$ cat src/rtl/pusch_rx_demapper.sv
// ---------------------------------------------------------------------------
// pusch_rx_demapper
//
// Hard-decision QAM demapper (BPSK / QPSK / 16QAM / 64QAM). Accepts one
// equalised complex sample per handshake, decides its Qm bits and
// re-serialises them one bit per clock, b0 first, towards the descrambler.
//
// Ports
//   CLK         clock
//   RST         asynchronous active-low reset
//   Demap_IN_I  signed in-phase sample, Q.16
//   Demap_IN_Q  signed quadrature sample, Q.16
//   Valid_IN    sample valid
//   Order_IN    modulation order Qm (1, 2, 4, 6 legal)
//   Ready_OUT   sample can be accepted this cycle
//   Serial_OUT  decided bit
//   Valid_OUT   Serial_OUT valid
//   Err_OUT     one-cycle pulse after a sample with an illegal order
//   Bit_Count   bits emitted since reset, wraps at 2^17
// ---------------------------------------------------------------------------
module pusch_rx_demapper #(
    parameter int WIDTH     = 18,
    parameter int THR_16    = 41449,
    parameter int THR_64_2A = 20225,
    parameter int THR_64_4A = 40450
) (
    input  logic                    CLK,
    input  logic                    RST,
    input  logic signed [WIDTH-1:0] Demap_IN_I,
    input  logic signed [WIDTH-1:0] Demap_IN_Q,
    input  logic                    Valid_IN,
    input  logic [2:0]              Order_IN,
    output logic                    Ready_OUT,
    output logic                    Serial_OUT,
    output logic                    Valid_OUT,
    output logic                    Err_OUT,
    output logic [16:0]             Bit_Count
);

    typedef enum logic {
        S_IDLE,
        S_SHIFT
    } state_t;

    // Thresholds at the magnitude width so every compare is unsigned and exact.
    localparam logic [WIDTH:0] L_THR_16    = THR_16[WIDTH:0];
    localparam logic [WIDTH:0] L_THR_64_2A = THR_64_2A[WIDTH:0];
    localparam logic [WIDTH:0] L_THR_64_4A = THR_64_4A[WIDTH:0];

    state_t          r_state;
    state_t          w_state_nxt;
    logic [5:0]      r_shift;
    logic [2:0]      r_count;
    logic [16:0]     r_bit_count;
    logic            r_err;

    logic            w_neg_i;
    logic            w_neg_q;
    logic [WIDTH:0]  w_ext_i;
    logic [WIDTH:0]  w_ext_q;
    logic [WIDTH:0]  w_abs_i;
    logic [WIDTH:0]  w_abs_q;
    logic [WIDTH:0]  w_dist_i;
    logic [WIDTH:0]  w_dist_q;
    logic [5:0]      w_bits;
    logic            w_legal;
    logic            w_accept;
    logic            w_load;

    // -----------------------------------------------------------------------
    // Decision logic. One extra bit of magnitude keeps |-2^(WIDTH-1)| exact.
    // -----------------------------------------------------------------------
    assign w_neg_i  = Demap_IN_I[WIDTH-1];
    assign w_neg_q  = Demap_IN_Q[WIDTH-1];
    assign w_ext_i  = {w_neg_i, Demap_IN_I};
    assign w_ext_q  = {w_neg_q, Demap_IN_Q};
    assign w_abs_i  = w_neg_i ? -w_ext_i : w_ext_i;
    assign w_abs_q  = w_neg_q ? -w_ext_q : w_ext_q;

    // Distance from the 64QAM mid level, folded so it is never negative.
    assign w_dist_i = (w_abs_i > L_THR_64_4A) ? (w_abs_i - L_THR_64_4A) : (L_THR_64_4A - w_abs_i);
    assign w_dist_q = (w_abs_q > L_THR_64_4A) ? (w_abs_q - L_THR_64_4A) : (L_THR_64_4A - w_abs_q);

    // NOTE: every signal assigned in always_comb gets a default first, so no
    // path through the case statement can leave it unassigned and infer a latch.
    always_comb begin
        w_bits  = '0;
        w_legal = 1'b1;
        case (Order_IN)
            3'd1: begin
                w_bits[0] = w_neg_i;
            end
            3'd2: begin
                w_bits[0] = w_neg_i;
                w_bits[1] = w_neg_q;
            end
            3'd4: begin
                w_bits[0] = w_neg_i;
                w_bits[1] = w_neg_q;
                w_bits[2] = w_abs_i > L_THR_16;
                w_bits[3] = w_abs_q > L_THR_16;
            end
            3'd6: begin
                w_bits[0] = w_neg_i;
                w_bits[1] = w_neg_q;
                w_bits[2] = w_abs_i > L_THR_64_4A;
                w_bits[3] = w_abs_q > L_THR_64_4A;
                w_bits[4] = w_dist_i > L_THR_64_2A;
                w_bits[5] = w_dist_q > L_THR_64_2A;
            end
            default: begin
                w_legal = 1'b0;
            end
        endcase
    end

    // -----------------------------------------------------------------------
    // Control FSM
    // -----------------------------------------------------------------------
    always_ff @(posedge CLK or negedge RST) begin
        if (!RST) begin
            r_state <= S_IDLE;
        end else begin
            r_state <= w_state_nxt;
        end
    end

    // Ready is raised during the last bit so the next symbol follows with no bubble.
    always_comb begin
        w_state_nxt = r_state;
        Ready_OUT   = 1'b0;
        Valid_OUT   = 1'b0;
        case (r_state)
            S_IDLE: begin
                Ready_OUT = 1'b1;
                if (Valid_IN && w_legal) begin
                    w_state_nxt = S_SHIFT;
                end
            end
            S_SHIFT: begin
                Valid_OUT = 1'b1;
                if (r_count == 3'd1) begin
                    Ready_OUT = 1'b1;
                    if (!(Valid_IN && w_legal)) begin
                        w_state_nxt = S_IDLE;
                    end
                end
            end
            default: begin
                w_state_nxt = S_IDLE;
            end
        endcase
    end

    assign w_accept = Valid_IN && Ready_OUT;
    assign w_load   = w_accept && w_legal;

    // -----------------------------------------------------------------------
    // Shift register, bit counter, error pulse
    // -----------------------------------------------------------------------
    // NOTE: sequential state uses non-blocking assignments so every register
    // samples the pre-edge values, independent of statement order.
    always_ff @(posedge CLK or negedge RST) begin
        if (!RST) begin
            r_shift     <= '0;
            r_count     <= '0;
            r_bit_count <= '0;
            r_err       <= 1'b0;
        end else begin
            // An illegal order consumes the sample and only flags it.
            r_err <= w_accept && !w_legal;
            if (Valid_OUT) begin
                r_bit_count <= r_bit_count + 17'd1;
            end
            if (w_load) begin
                r_shift <= w_bits;
                r_count <= Order_IN;
            end else if (Valid_OUT) begin
                r_shift <= r_shift >> 1;
                r_count <= r_count - 3'd1;
            end
        end
    end

    assign Serial_OUT = Valid_OUT && r_shift[0];
    assign Err_OUT    = r_err;
    assign Bit_Count  = r_bit_count;

endmodule

$ cat config.mk
export PLATFORM = sky130hd
export DESIGN_NAME = pusch_rx_demapper
export DESIGN_NICKNAME = d
export VERILOG_FILES = /design/src/rtl/pusch_rx_demapper.sv
export SDC_FILE = /design/constraint.sdc
export NUM_CORES = 1
export LEC_CHECK = 0
export CAP_MARGIN = 20
export CORE_MARGIN = 2
export CORE_UTILIZATION = 65
export DETAILED_ROUTE_END_ITERATION = 10
export DONT_BUFFER_PORTS = 1
export PLACE_DENSITY = 0.84
export RECOVER_POWER = 50
export SLEW_MARGIN = 15
export SYNTH_ARGS = -nofsm -noshare
export SYNTH_HDL_FRONTEND = slang
export SYNTH_SLANG_ARGS = --single-unit
$ cat constraint.sdc
create_clock -name CLK -period 2.2 [get_ports CLK]
set_clock_uncertainty 0.2 [all_clocks]
set_input_delay 0.33 -clock CLK [delete_from_list [all_inputs] [get_ports CLK]]
set_output_delay 0.33 -clock CLK [all_outputs]
set_load 0.02 [all_outputs]
=== After elaboration in Yosys (flattened, before gate mapping) ===
Cells that the tools add are included.
W data, S select, Z words.

* Input port bits: 42
* Word-level logic and storage cells: 53
* Register bits after elaboration: 28
* Output and inout port bits: 21

* Muxes and demuxes: 19
* $lt $le $gt $ge: 6
* Equal/unequal tests: 5
* Reduce and logical (&&, ||, !) cells: 9
* Add/subtract/negate cells: 8
* Bitwise gates (word level): 1

{| class="wikitable"
|+ Operators with widths
! operator !! count
|-
| $gt A19 B16 Y1 const B || 4
|-
| $mux W19 || 4
|-
| $gt A19 B15 Y1 const B || 2
|-
| $neg A19 Y19 || 2
|-
| $sub A16 B19 Y19 const A || 2
|-
| $sub A19 B16 Y19 const B || 2
|-
| $add A17 B1 Y17 const B || 1
|-
| $mux W6 || 2
|-
| $mux W1 || 7
|-
| $eq A3 B1 Y1 const B || 2
|-
| $eq A3 B3 Y1 const B || 2
|-
| $mux W3 || 2
|-
| $logic_and A1 B1 Y1 || 5
|-
| $pmux W1 S2 || 2
|-
| $pmux W2 S2 || 1
|-
| $reduce_or A4 Y1 || 1
|-
| $eq A3 B2 Y1 const B || 1
|-
| $reduce_or A3 Y1 || 1
|-
| $sub A3 B1 Y3 const B || 1
|-
| $mux W2 || 1
|-
| $reduce_bool A2 Y1 || 1
|-
| $logic_not A1 Y1 || 1
|-
| $not A1 Y1 || 1
|}

=== Longest topological paths before layout ===
Gate-level depths: netlist of run 1.

* Depth after elaboration: 7
* Gate-level depth with buffers: 14

=== Least setup slack after synthesis of run 1 ===
No wires, ideal clock.

* Path kind: in2reg
* Start point: input port Demap_IN_Q[6]
* End point: register r_shift[5]
* Cell stages on the path: 14
* Path buffers: 4
* Arrival time: 3.453 ns
* Required time: 1.896 ns
* Setup slack: -1.557 ns
* Cells stage by stage: buf_6 > or4_4 > buf_6 > or4_4 > buf_6 > mux2i_1 > or3_1 > buf_4 > o211a_1 > a21oi_2 > mux2_4 > xnor2_2 > nand4_1 > o311ai_1

* Longest elaborated chain between the ends: 7

{| class="wikitable"
|+ Ends and longest elaborated chain
! element !! line !! source
|-
| start, declared || 30 || <nowiki>input logic signed [WIDTH-1:0] Demap_IN_Q,</nowiki>
|-
| $neg A19 Y19 || 78 || <nowiki>assign w_abs_q = w_neg_q ? -w_ext_q : w_ext_q;</nowiki>
|-
| $mux W19 * || 78 ||
|-
| $sub A16 B19 Y19, or another cell as far along || 82 || <nowiki>assign w_dist_q = (w_abs_q > L_THR_64_4A) ? (w_abs_q - L_THR_64_4A) : (L_THR_64_4A - w_abs_q);</nowiki>
|-
| $mux W19 * || 82 ||
|-
| $gt A19 B15 Y1 * || 109 || <nowiki>w_bits[5] = w_dist_q > L_THR_64_2A;</nowiki>
|-
| $mux W2 * || 89 || <nowiki>case (Order_IN)</nowiki>
|-
| $mux W6 * || 175 || <nowiki>if (w_load) begin</nowiki>
|-
| end signal, assigned || 176 || <nowiki>r_shift <= w_bits;</nowiki>
|-
| end signal, assigned || 179 || <nowiki>r_shift <= r_shift >> 1;</nowiki>
|-
| end, declared || 52 || <nowiki>logic [5:0] r_shift;</nowiki>
|}

Mark *: on every way between the ends. The rest lies on a longest branch, timed or not.
A chain may end at the register's enable or synchronous reset.

=== Worst setup path after layout of run 1 ===
* Start point: input port Demap_IN_I[3]
* End point: register r_shift[4]

* Longest elaborated chain between the ends: 7

{| class="wikitable"
|+ Ends and longest elaborated chain
! element !! line !! source
|-
| start, declared || 29 || <nowiki>input logic signed [WIDTH-1:0] Demap_IN_I,</nowiki>
|-
| $neg A19 Y19 || 77 || <nowiki>assign w_abs_i = w_neg_i ? -w_ext_i : w_ext_i;</nowiki>
|-
| $mux W19 * || 77 ||
|-
| $sub A16 B19 Y19, or another cell as far along || 81 || <nowiki>assign w_dist_i = (w_abs_i > L_THR_64_4A) ? (w_abs_i - L_THR_64_4A) : (L_THR_64_4A - w_abs_i);</nowiki>
|-
| $mux W19 * || 81 ||
|-
| $gt A19 B15 Y1 * || 108 || <nowiki>w_bits[4] = w_dist_i > L_THR_64_2A;</nowiki>
|-
| $mux W2 * || 89 ||
|-
| $mux W6 * || 175 ||
|}

Marks and branches as above.

==> key figures, run 1 <==
Floorplan
  – Initial Util: between 60% and 70%
  – IO Pins: between 60 and 70
  – Die height: just over 80 um
  – Die W: about 82 um
  – Site Rows: 28
  – Die area: 6780 um^2
  – Core Region: 5920 um^2

Logic synthesis
  – Synthesized area: roughly 4000 um^2
  – Count of cell types in the netlist: 74
  – Asr flop ratio synth: between 90% and 100%
  – Synthesized area per cell: between 7 and 8 um^2
  – Syn nets: 568
  – Seq/Total Area, Yosys: 17.6%
  – Mapped Cells: 509
  – Number of synthesized flops with an enable pin: 0
  – Post-synth top flop: dfrtp_1
  – #FFs+latches synth: 28
  – Yosys Warn Count: 0

GRT
  – First-pass GRT wire length: between 20,000 and 25,000 um
  – Total GRT Usage: 42.9%
  – Initial antenna violation count: 0
  – Congestion Overflow GR: 0
  – Largest net degree at the start of global routing: 29
  – Vias in the first global route: ~5,000

Critical path
  – FF-to-FF setup slack: -0.44 ns
  – CP Launch Type: input pin
  – R2r endpoint: r_shift[4]
  – Reg2Reg Depth: 10
  – Critical Path RT: 2.21 ns
  – Worst EP arrival: about 3.6 ns
  – Worst setup path startpoint: Demap_IN_I[3]
  – Crit. End Element: register
  – Max FO, Critical Path: 9
  – Critical path class: input pin to register
  – Reg2reg start: r_count[1]

Pwr
  – Internal power: approximately 1.6 mW
  – Worst vdd rail ir drop: about 810 uV
  – Combinational fraction of design power: just over 60%
  – Power Density: approximately 570 nW/um^2
  – Switching part of the total: 48.3%
  – Clk pwr share: 9.2%
  – P_sw: around 1.5 mW
  – Lkg Pwr: 2.28 nW
  – Power, Total: 3.12 mW
  – Sequential power share: between 20% and 30%

Placement
  – DP Area: between 4000 and 5000 um^2
  – DP Worst Slack: -1.44 ns
  – Placed cells: between 600 and 700
  – Port bufs: 0
  – HPWL reported at the end of detailed placement: approximately 9700 um
  – RePlAce Congestion: 0.916

Finish
  – Post-route cell area: between 5000 and 6000 um^2
  – Fillers: 216
  – Antenna diode count: 0
  – Non-Filler Instances: around 700
  – Synth-to-layout area growth: 36.2%
  – Final core utilization: between 90% and 100%
  – Final nets: 689
  – Register area: ~700 um^2
  – Share of layout cells above drive strength 1: approximately 32%
  – Footprint of the multi-input gates: about 3500 um^2

Drt
  – Vias per cell: 7.93
  – Met2 Wirelength: ~7600 um
  – Total Routed Length: between 15,000 and 20,000 um
  – Routed met1 length: between 5000 and 6000 um
  – Max Used Layer: met5
  – Initial DRC count: between 1,000 and 1,500
  – DRC viols: 60
  – Drt first pass iters: 11
  – Wire length on met3: approximately 2800 um
  – WL/cell: between 20 and 30 um
  – Via Count: ~5,600
  – DRT antenna net count: 0

CTS
  – Clk_lat worst skew: between 0.2 and 0.3 ns
  – CTS tree: built
  – CTS H-Tree Depth: 1
  – Clk buf depth: 2
  – Worst-path clk slew: ~0.1 ns
  – CTS buffer count: 3
  – Clk root buf: clkbuf_8
  – # clock sinks: 28

Status
  – Outcome: finished with violations
  – Failing checks: DRC, hold timing, setup timing

Worst hold path
  – Worst min-delay path category: input pin to register
  – HP Start: Order_IN[0]
  – WHS Endpoint: r_count[0]
  – Worst Hold Depth: 2

Timing
  – Tcrit/Tclk final: 162%
  – Unrepaired setup endpoints after global routing: true
  – Achievable Freq: between 200 and 300 MHz
  – Number of max-slew violations in the final report: 0
  – Worst-Margin Slew: ~1.3 ns
  – Worst hold margin: -0.00332 ns
  – Setup_tns: -4.48 ns
  – Post-route worst setup slack: -1.37 ns
  – # setup viols final: 7
  – Final Hold Vio Count: 1
  – Relative slew slack: between 10% and 20%
  – Fin crit period: about 3.6 ns

Run
  – Max Cap Viol: 0
## state kept, by name (all words and copies together) (netlist names)
name,flops
Bit_Count,17
r_shift,6
r_state,1
r_count,3
Err_OUT,1
## per-layer routing
metal,GRT usage (%),up-vias
li1,-,2170
met1,47.3,2405
met3,13.2,289
met2,72.1,709
met5,0,-
met4,25.7,2
## worst max-delay path by stage
stage,endpoint,depth (start not counted),slack (ns)
after floorplan,r_shift[5],14,-1.52
after global placement,r_shift[4],10,-1.29
after detailed placement,r_shift[5],13,-1.44
after CTS,r_shift[4],11,-1.11
after global routing,r_shift[4],11,-1.43
final,r_shift[4],11,-1.37
## power groups by stage
stage          clock, mW  combinational, mW  sequential [mW]
2_1_floorplan          0              0.969            0.892
3_3_place_gp           0               1.47            0.848
3_5_place_dp           0               1.58            0.866
4_1_cts            0.271               1.65            0.856
5_1_grt            0.307               2.05            0.908
6_report           0.288               1.94            0.890
## synth_stat cells (4+ instances only)
cell	n	share of area [%]
nor2b_1	7	1.1
nor4_1	9	1.4
nor2_1	34	3.2
xor2_1	24	5.3
and3_1	8	1.3
nand2_1	40	3.8
or4_1	6	1.1
nor3_1	15	1.9
and4_1	4	0.88
a21oi_1	17	2.1
mux2i_1	11	2.8
a31oi_1	6	0.94
ha_1	17	5.3
o41ai_1	8	1.8
inv_1	22	2.1
or3_1	9	1.4
o21ai_0	20	2.5
a32oi_1	6	1.3
clkbuf_1	12	1.1
nand3_1	23	2.9
a21o_1	8	1.5
a22oi_1	6	1.1
nand4_1	13	2.0
o31ai_1	12	2.3
a41oi_1	4	0.88
o21a_1	4	0.75
o211ai_1	7	1.3
dfrtp_1	28	18
or2_2	4	0.63
xnor2_1	39	8.6
nand2b_1	9	1.4
## final cells by class
class,instances,area share [%]
clock buffer,3,0.760
inverter,22,1.52
multi-input combinational,437,63.6
sequential,28,12.9
tap,75,1.73
timing repair buffer,138,19.5
## cell families after synthesis
group | synth area share, %
XOR/XNOR | 14.6
adder cells (fa/ha/maj) | 5.33
flip-flops | 17.6
multiplexers | 3.70
AO/OA/AOI/OAI | 27.3
AND/OR/NAND/NOR | 26.6
buffers and inverters | 4.89
## timing repair
action                                  CTS  global route
gates resized for setup                  19            46
setup buffers                             5             1
hold endpoints to repair                 30             0
endpoints found under the setup margin    4            10
pin swaps                                 8            24
hold buffers                              3             0
## worst max-delay path, cell delays in order
cell and delay [ns]:
or4_4 0.59, o41ai_4 0.39, xor2_1 0.16, or4_4 0.56, buf_4 0.16, a31oi_1 0.39
nor3_1 0.14, o21a_1 0.20, nor3_1 0.34, o311ai_2 0.19, o211ai_1 0.12
## placed cells by master, fill, tap and decap left out, types with 9 or more instances in the layout
cell / n
nand3_1: 22
nor2_1: 31
mux2i_1: 10
ha_1: 15
nand2_1: 39
inv_1: 21
xnor2_1: 39
xor2_1: 24
o21ai_0: 14
buf_4: 130
dfrtp_1: 27
nand4_1: 13
a21oi_1: 16
nor3_1: 15
nand2b_1: 9
Note: power is estimated with default switching activity, not from simulation.
==> inputs of run 2 (changes only) <==
ABC_AREA = 1   (was default)
CORE_UTILIZATION = 52   (was 65)
PLACE_DENSITY = 0.7   (was 0.84)
==> run 2 against run 1 <==
Effect of this change:
- the run ends with setup timing left
- flip-flop and latch count is the same
- via count up 1.5%
- total power shrank 1.2%
- first-iteration DRC count fell by 81%
- die area is 41% higher
- non-clock buffer count increased by 33
- combinational power rose by 3%
- critical path type unchanged
- largest cell class unchanged
- largest power group unchanged
- highest routed layer is now met4
==> key figures, run 2 <==
Logic synthesis
  – Ranking of synthesized cells by area: nand2_1 (23%), dfrtp_1 (15%), xor2_1 (9.0%), nand3_1 (8.2%), inv_1 (7.9%) (was dfrtp_1 (18%), xnor2_1 (8.6%), ha_1 (5.3%), xor2_1 (5.3%), nand2_1 (3.8%))
  – Asr flop ratio synth: 100% (unchanged)
  – Synthesized area: 4590 um^2 (was 3990 um^2)
  – Leading area contributor after synthesis: nand2_1 (was dfrtp_1)
  – Post-synth top flop: dfrtp_1 (unchanged)
  – Post-synth top cells: nand2_1 (278), inv_1 (97), nor2_1 (91), nand3_1 (75), xor2_1 (47) (was nand2_1 (40), xnor2_1 (39), nor2_1 (34), dfrtp_1 (28), xor2_1 (24))
  – Syn nets: 860 (was 568)
  – Synthesized area per cell: 5.72 um^2 (was 7.84 um^2)
  – Seq/Total Area, Yosys: 15.3% (was 17.6%)
  – Count leader, synth: nand2_1 (unchanged)
  – Top cell type's share of synthesized area: 22.8% (was 17.6%)
  – Mapped Cells: 801 (was 509)
  – #FFs+latches synth: 28 (unchanged)
  – Yosys Warn Count: 0 (unchanged)
  – Count of cell types in the netlist: 42 (was 74)
  – Number of synthesized flops with an enable pin: 0 (unchanged)

Critical path
  – Critical path class: input pin to register (unchanged)
  – Worst EP arrival: 2.68 ns (was 3.58 ns)
  – Stages on worst setup path: 20 (was 11)
  – R2r endpoint: Bit_Count[16] (was r_shift[4])
  – Critical Path RT: 2.16 ns (was 2.21 ns)
  – Slowest cell on crit path: xor2_4 (was or4_4)
  – Crit-path cells: inv_12 > ha_4 > or2_4 > xor2_4 > inv_2 > nor2_4 > nand2_2 > nor3_4 > buf_6 > buf_4 > xor2_1 > inv_1 > nand2_1 > nand4_1 > nor2_1 > nand2_1 > nand3_1 > nand2_1 > nand2_1 > nand2_1 (was or4_4 > o41ai_4 > xor2_1 > or4_4 > buf_4 > a31oi_1 > nor3_1 > o21a_1 > nor3_1 > o311ai_2 > o211ai_1)
  – Critical Path Max Stage Delay: 0.28 ns (was 0.59 ns)
  – FF-to-FF setup slack: 0.08 ns (was -0.44 ns)
  – CP bufs+invs: 5 (was 1)
  – Reg2Reg Depth: 10 (unchanged)
  – Max FO, Critical Path: 5 (was 9)
  – Top delay family on crit path: simple AND/OR/NAND/NOR gates (unchanged)
  – Crit. End Element: register (unchanged)
  – Reg2reg start: r_state (was r_count[1])
  – CP Launch Type: input pin (unchanged)
  – Top cell by count, worst path: nand2_1

Timing
  – Number of max-slew violations in the final report: 0 (unchanged)
  – Fin crit period: 2.71 ns (was 3.57 ns)
  – Tcrit/Tclk final: 123% (was 162%)
  – Post-route worst setup slack: -0.513 ns (was -1.37 ns)
  – Final Hold Vio Count: 0 (was 1)
  – Worst-Margin Slew: 1.19 ns (was 1.26 ns)
  – Relative slew slack: 20.4% (was 16.3%)
  – Worst hold margin: 0.0218 ns (was -0.00332 ns)
  – Unrepaired setup endpoints after global routing: true (unchanged)
  – # setup viols final: 3 (was 7)
  – Setup_tns: -1.09 ns (was -4.48 ns)
  – Achievable Freq: 369 MHz (was 280 MHz)

Drt
  – Initial DRC count: 220 (was 1,169)
  – Drt first pass iters: 4 (was 11)
  – Via Count: 5,659 (was 5,575)
  – Total Routed Length: 14,300 um (was 18,200 um)
  – Vias per cell: 5.27 (was 7.93)
  – DRC viols: 0 (was 60)
  – WL/cell: 13.4 um (was 25.9 um)
  – DRT antenna net count: 0 (unchanged)

Worst hold path
  – HP Start: Order_IN[0] (unchanged)
  – WHS Endpoint: r_count[0] (unchanged)
  – Worst min-delay path category: input pin to register (unchanged)
  – Worst Hold Depth: 2 (unchanged)

Floorplan
  – Die area: 9590 um^2 (was 6780 um^2)
  – Die height: 97.9 um (was 82.4 um)
  – Initial Util: 53.1% (was 67.4%)
  – Core Region: 8640 um^2 (was 5920 um^2)
  – Site Rows: 34 (was 28)
  – IO Pins: 63 (unchanged)
  – Die W: 97.9 um (was 82.4 um)

Placement
  – Port bufs: 0 (unchanged)
  – HPWL reported at the end of detailed placement: 10,800 um (was 9740 um)
  – RePlAce Congestion: 0.904 (was 0.916)
  – Placed cells: 1,051 (was 691)
  – DP Worst Slack: -0.778 ns (was -1.44 ns)

Pwr
  – Power, Total: 3.08 mW (was 3.12 mW)
  – Lkg Pwr: 3.47 nW (was 2.28 nW)
  – Power Density: 455 nW/um^2 (was 574 nW/um^2)
  – Worst vdd rail ir drop: 334 uV (was 810 uV)

Finish
  – Commonest non-fill, non-tap cell in the layout: nand2_1 (was buf_4)
  – Share of layout cells above drive strength 1: 36.9% (was 32.3%)
  – Final nets: 1,027 (was 689)
  – Max reg flops: 17 (unchanged)
  – Non-Filler Instances: 1,074 (was 703)
  – Synth-to-layout area growth: 47.6% (was 36.2%)
  – Most frequent cells in the layout: nand2_1 (241), buf_4 (153), inv_1 (84) (was buf_4 (130), xnor2_1 (39), nand2_1 (39))
  – Antenna diode count: 0 (unchanged)

GRT
  – Congestion Overflow GR: 0 (unchanged)
  – Total GRT Usage: 27.6% (was 42.9%)
  – Vias in the first global route: 5,497 (was 4,902)
  – First-pass GRT wire length: 23,200 um (was 22,800 um)
  – Largest net degree at the start of global routing: 30 (was 29)
  – Initial antenna violation count: 0 (unchanged)

CTS
  – Clk root buf: clkbuf_8 (unchanged)
  – CTS tree: built (unchanged)
  – Clk buf depth: 2 (unchanged)
  – Worst-path clk slew: 0.09 ns (was 0.10 ns)
  – CTS buffer count: 3 (unchanged)
  – # clock sinks: 28 (unchanged)
  – CTS H-Tree Depth: 1 (unchanged)
  – Clk_lat worst skew: 0.26 ns (was 0.29 ns)

Status
  – Failing checks: setup timing (was DRC, hold timing, setup timing)
  – Outcome: finished with violations (unchanged)

Run
  – Max Cap Viol: 0 (unchanged)
==> run 2: worst max-delay path by stage <==
stage,from,end
CTS,Demap_IN_Q[1],r_shift[5]
global placement,Demap_IN_Q[1],r_shift[5]
global route,Demap_IN_Q[0],r_shift[5]
finish,Demap_IN_Q[0],r_shift[5]
detailed placement,Demap_IN_I[0],r_shift[4]
floorplan,Demap_IN_Q[0],r_shift[5]
==> run 2: per-stage QoR <==
step,util [%],area [um^2]
global route,78.4,6770
floorplan,-,4740
detailed placement,68.7,5930
CTS,72.4,6250
global placement,68.7,5930
finish,78.4,6770
==> run 2: worst register-to-register path: stages, from the launching register on <==
cell and delay (ns):
dfrtp_1 0.38, clkbuf_1 0.27, nand4_1 0.21, nor3b_2 0.25
nand4_1 0.14, nor2_1 0.11, nand2_1 0.07, inv_1 0.11
nand3_1 0.09, xor2_1 0.14, inv_1 0.05
==> run 2: area by class of cell <==
cell class / count / area, um^2
multi-input cells: 656 / 4090
well taps: 108 / 135
inverters: 108 / 454
clock buffers: 3 / 41.3
fillers: 635 / 1870
repair buffers: 171 / 1340
flip-flops and latches: 28 / 701
==> run 2: cells by family (layout without fill, tap and decap cells) <==
kind of cell | count (synthesis) | in the layout | synth area share (%)
AO/OA/AOI/OAI | 60 | 60 | 7.53
adder cells (fa/ha/maj) | 17 | 17 | 4.64
XOR/XNOR | 59 | 59 | 11.8
AND/OR/NAND/NOR | 519 | 520 | 50.3
buffers and inverters | 118 | 282 | 10.5
flip-flops | 28 | 28 | 15.3
==> run 2: power breakdown <==
group | total (mW) | internal (mW) | switching [mW]
sequential | 0.816 | 0.660 | 0.156
clock | 0.263 | 0.122 | 0.141
combinational | 2.00 | 0.873 | 1.13
total | 3.08 | 1.66 | 1.42
==> run 2: timing repair <==
item / 4_1_cts / 5_1_grt
endpoints found under the hold margin: 28 / 0
pin swaps: 36 / 83
hold buffers: 2 / 0
setup endpoints to repair: 4 / 13
resized for setup: 60 / 115
setup buffers: 5 / 12
cloned: 1 / 0
==> run 2: routing by layer <==
metal / track usage [%] / wire length, um / vias to the layer above
met5: 0 / 0 / -
met4: 5.66 / 249 / 0
met3: 3.65 / 719 / 26
met2: 50.6 / 7230 / 138
met1: 34.4 / 6140 / 2637
li1: - / - / 2858
==> inputs of run 3 (changes only) <==
CAP_MARGIN = default   (was 20)
CORE_MARGIN = default   (was 2)
PLACE_DENSITY = default   (was 0.7)
PLACE_DENSITY_LB_ADDON = 0.15   (was default)
==> run 3 against run 2 <==
Effect of this change:
- the flow still finishes with violations (setup timing)
- first-iteration DRC count rose by 25%
- count of clock-buffer cells in the layout is the same
- non-clock buffer count down 16
- sequential share of layout area grew 0.35 points
- setup slack better by 0.10 ns
- register-to-register slack lost 0.08 ns
- wire length down 1.9%
- via count is 0.14% lower
- worst hold slack better by 0.0074 ns
- total power is 1.3% lower
- flip-flop and latch count did not move
- die area fell by 4.0%
- highest routed layer unchanged
==> key figures, run 3 (synthesis results as in run 2) <==
Critical path
  – Critical Path Max Stage Delay: 0.25 ns (was 0.28 ns)
  – Worst EP arrival: 2.59 ns (was 2.68 ns)
  – CP Launch Type: input pin (unchanged)
  – Crit. End Element: register (unchanged)
  – FF-to-FF setup slack: 0 ns (was 0.08 ns)
  – Top cell by count, worst path: nand2_1 (unchanged)
  – R2r endpoint: Bit_Count[16] (unchanged)
  – Crit-path cells: inv_8 > ha_4 > or2_4 > xor2_4 > buf_12 > ha_4 > inv_4 > nor2_4 > nand3_4 > nand3_1 > nand3_2 > nand2_4 > or2_2 > o21ai_0 > nor2_1 > nand2_1 > nor2_2 > nor2_1 > nand2_1 > nand2_1 (was inv_12 > ha_4 > or2_4 > xor2_4 > inv_2 > nor2_4 > nand2_2 > nor3_4 > buf_6 > buf_4 > xor2_1 > inv_1 > nand2_1 > nand4_1 > nor2_1 > nand2_1 > nand3_1 > nand2_1 > nand2_1 > nand2_1)
  – Worst setup path startpoint: Demap_IN_Q[1] (was Demap_IN_Q[0])
  – Critical path class: input pin to register (unchanged)
  – Slowest cell on crit path: or2_4 (was xor2_4)
  – Max FO, Critical Path: 6 (was 5)
  – CP bufs+invs: 3 (was 5)
  – Reg2Reg Depth: 10 (unchanged)
  – Critical Path RT: 2.18 ns (was 2.16 ns)
  – Reg2reg start: r_state (unchanged)
  – Top delay family on crit path: simple AND/OR/NAND/NOR gates (unchanged)

Pwr
  – Power, Total: 3.04 mW (was 3.08 mW)
  – Lkg Pwr: 3.36 nW (was 3.47 nW)
  – Power Density: 465 nW/um^2 (was 455 nW/um^2)
  – Worst vdd rail ir drop: 293 uV (was 334 uV)

Finish
  – Commonest non-fill, non-tap cell in the layout: nand2_1 (unchanged)
  – Post-route cell area: 6540 um^2 (was 6770 um^2)
  – Share of layout cells above drive strength 1: 34.8% (was 36.9%)
  – Final core utilization: 78.1% (was 78.4%)
  – Register area: 701 um^2 (unchanged)
  – Footprint of the multi-input gates: 4000 um^2 (was 4090 um^2)
  – Antenna diode count: 0 (unchanged)
  – Max reg flops: 17 (unchanged)
  – Non-Filler Instances: 1,055 (was 1,074)
  – Fillers: 633 (was 635)
  – Most frequent cells in the layout: nand2_1 (244), buf_4 (142), inv_1 (83) (was nand2_1 (241), buf_4 (153), inv_1 (84))
  – Final nets: 1,011 (was 1,027)
  – Synth-to-layout area growth: 42.7% (was 47.6%)

Timing
  – Setup_tns: -0.926 ns (was -1.09 ns)
  – Post-route worst setup slack: -0.413 ns (was -0.513 ns)
  – Relative slew slack: 19.3% (was 20.4%)
  – Tcrit/Tclk final: 119% (was 123%)
  – Fin crit period: 2.61 ns (was 2.71 ns)
  – Number of max-slew violations in the final report: 0 (unchanged)
  – Achievable Freq: 383 MHz (was 369 MHz)
  – Unrepaired setup endpoints after global routing: true (unchanged)
  – Worst hold margin: 0.0291 ns (was 0.0218 ns)
  – Worst-Margin Slew: 1.21 ns (was 1.19 ns)
  – Final Hold Vio Count: 0 (unchanged)
  – # setup viols final: 3 (unchanged)

Placement
  – Placed cells: 1,037 (was 1,051)
  – RePlAce Congestion: 0.910 (was 0.904)
  – DP Worst Slack: -0.750 ns (was -0.778 ns)
  – Port bufs: 0 (unchanged)
  – DP Area: 5850 um^2 (was 5930 um^2)
  – HPWL reported at the end of detailed placement: 10,700 um (was 10,800 um)

Floorplan
  – Die height: 95.9 um (was 97.9 um)
  – Core Region: 8380 um^2 (was 8640 um^2)
  – Initial Util: 54.7% (was 53.1%)
  – Die W: 95.9 um (was 97.9 um)
  – IO Pins: 63 (unchanged)
  – Site Rows: 33 (was 34)
  – Die area: 9200 um^2 (was 9590 um^2)

Worst hold path
  – HP Start: Order_IN[2] (was Order_IN[0])
  – WHS Endpoint: r_count[2] (was r_count[0])
  – Worst min-delay path category: input pin to register (unchanged)
  – Worst Hold Depth: 2 (unchanged)

Drt
  – DRT antenna net count: 0 (unchanged)
  – WL/cell: 13.3 um (was 13.4 um)
  – Drt first pass iters: 5 (was 4)
  – Initial DRC count: 274 (was 220)
  – DRC viols: 0 (unchanged)
  – Vias per cell: 5.36 (was 5.27)
  – Total Routed Length: 14,100 um (was 14,300 um)
  – Via Count: 5,651 (was 5,659)

GRT
  – First-pass GRT wire length: 22,400 um (was 23,200 um)
  – Total GRT Usage: 30.0% (was 27.6%)
  – Vias in the first global route: 5,406 (was 5,497)
  – Largest net degree at the start of global routing: 30 (unchanged)
  – Initial antenna violation count: 0 (unchanged)
  – Congestion Overflow GR: 0 (unchanged)

Status
  – Failing checks: setup timing (unchanged)
  – Outcome: finished with violations (unchanged)

CTS
  – CTS buffer count: 3 (unchanged)
  – Clk_lat worst skew: 0.27 ns (was 0.26 ns)
  – Clk buf depth: 2 (unchanged)
  – CTS tree: built (unchanged)
  – Clk root buf: clkbuf_8 (unchanged)
  – # clock sinks: 28 (unchanged)
  – Worst-path clk slew: 0.09 ns (about the same)
  – CTS H-Tree Depth: 1 (unchanged)

Run
  – Max Cap Viol: 0 (unchanged)
==> run 3: changes by cell type in the layout (fill, tap and decap cells not counted), moves of 3 or more <==
| cell | change |
|---|---|
| buf_6 | -6 |
| nor2_2 | +4 |
| buf_4 | -11 |
| nor2_4 | -3 |
| nand3_1 | +4 |
| nand2_1 | +3 |
| nand2_2 | -4 |
==> run 3: worst register-to-register path, stage by stage (launching register included) <==
cell	delay, ns
dfrtp_1	0.35
clkbuf_1	0.31
nand4_1	0.22
nor3b_2	0.28
nand4_1	0.15
nor2_1	0.13
nand2_1	0.08
inv_2	0.09
nand3_2	0.06
xor2_1	0.14
inv_1	0.07
==> run 3: power by group <==
| part | switching (mW) | internal, mW | total, mW |
|---|---|---|---|
| Combinational | 1.12 | 0.851 | 1.97 |
| Clock | 0.145 | 0.123 | 0.268 |
| Sequential | 0.143 | 0.660 | 0.803 |
| Total | 1.41 | 1.63 | 3.04 |
==> run 3: metal layers <==
| layer | routed length (um) | GRT usage, % |
|---|---|---|
| met2 | 7000 | 54.6 |
| met1 | 5840 | 36.4 |
| met3 | 923 | 3.79 |
| met5 | 0 | 0 |
| met4 | 302 | 9.20 |
==> run 3: how the worst max path moves through the flow <==
| stage | endpoint | slack [ns] | cells past startpoint |
|---|---|---|---|
| after floorplan | r_shift[5] | -0.57 | 23 |
| after global placement | r_shift[5] | -0.73 | 19 |
| after detailed placement | r_shift[5] | -0.75 | 19 |
| after CTS | r_shift[5] | -0.34 | 19 |
| after global routing | r_shift[5] | -0.61 | 23 |
| final | r_shift[5] | -0.41 | 20 |
==> run 3: what timing repair did <==
action                                  4_1_cts  5_1_grt
buffers inserted                              7        6
hold endpoints to repair                     28        0
pin swaps                                    51       35
hold buffers                                  2        0
gates cloned                                  1        0
resized for setup                            95       59
endpoints found under the setup margin        6       11
==> run 3: cell type report <==
class                           instances  share of cell area, %
Sequential cell                        28                   10.7
Inverter                              108                   6.92
Tap cell                              105                   2.01
Multi-Input combinational cell        656                   61.2
Timing Repair Buffer                  155                   18.6
Clock buffer                            3                  0.631
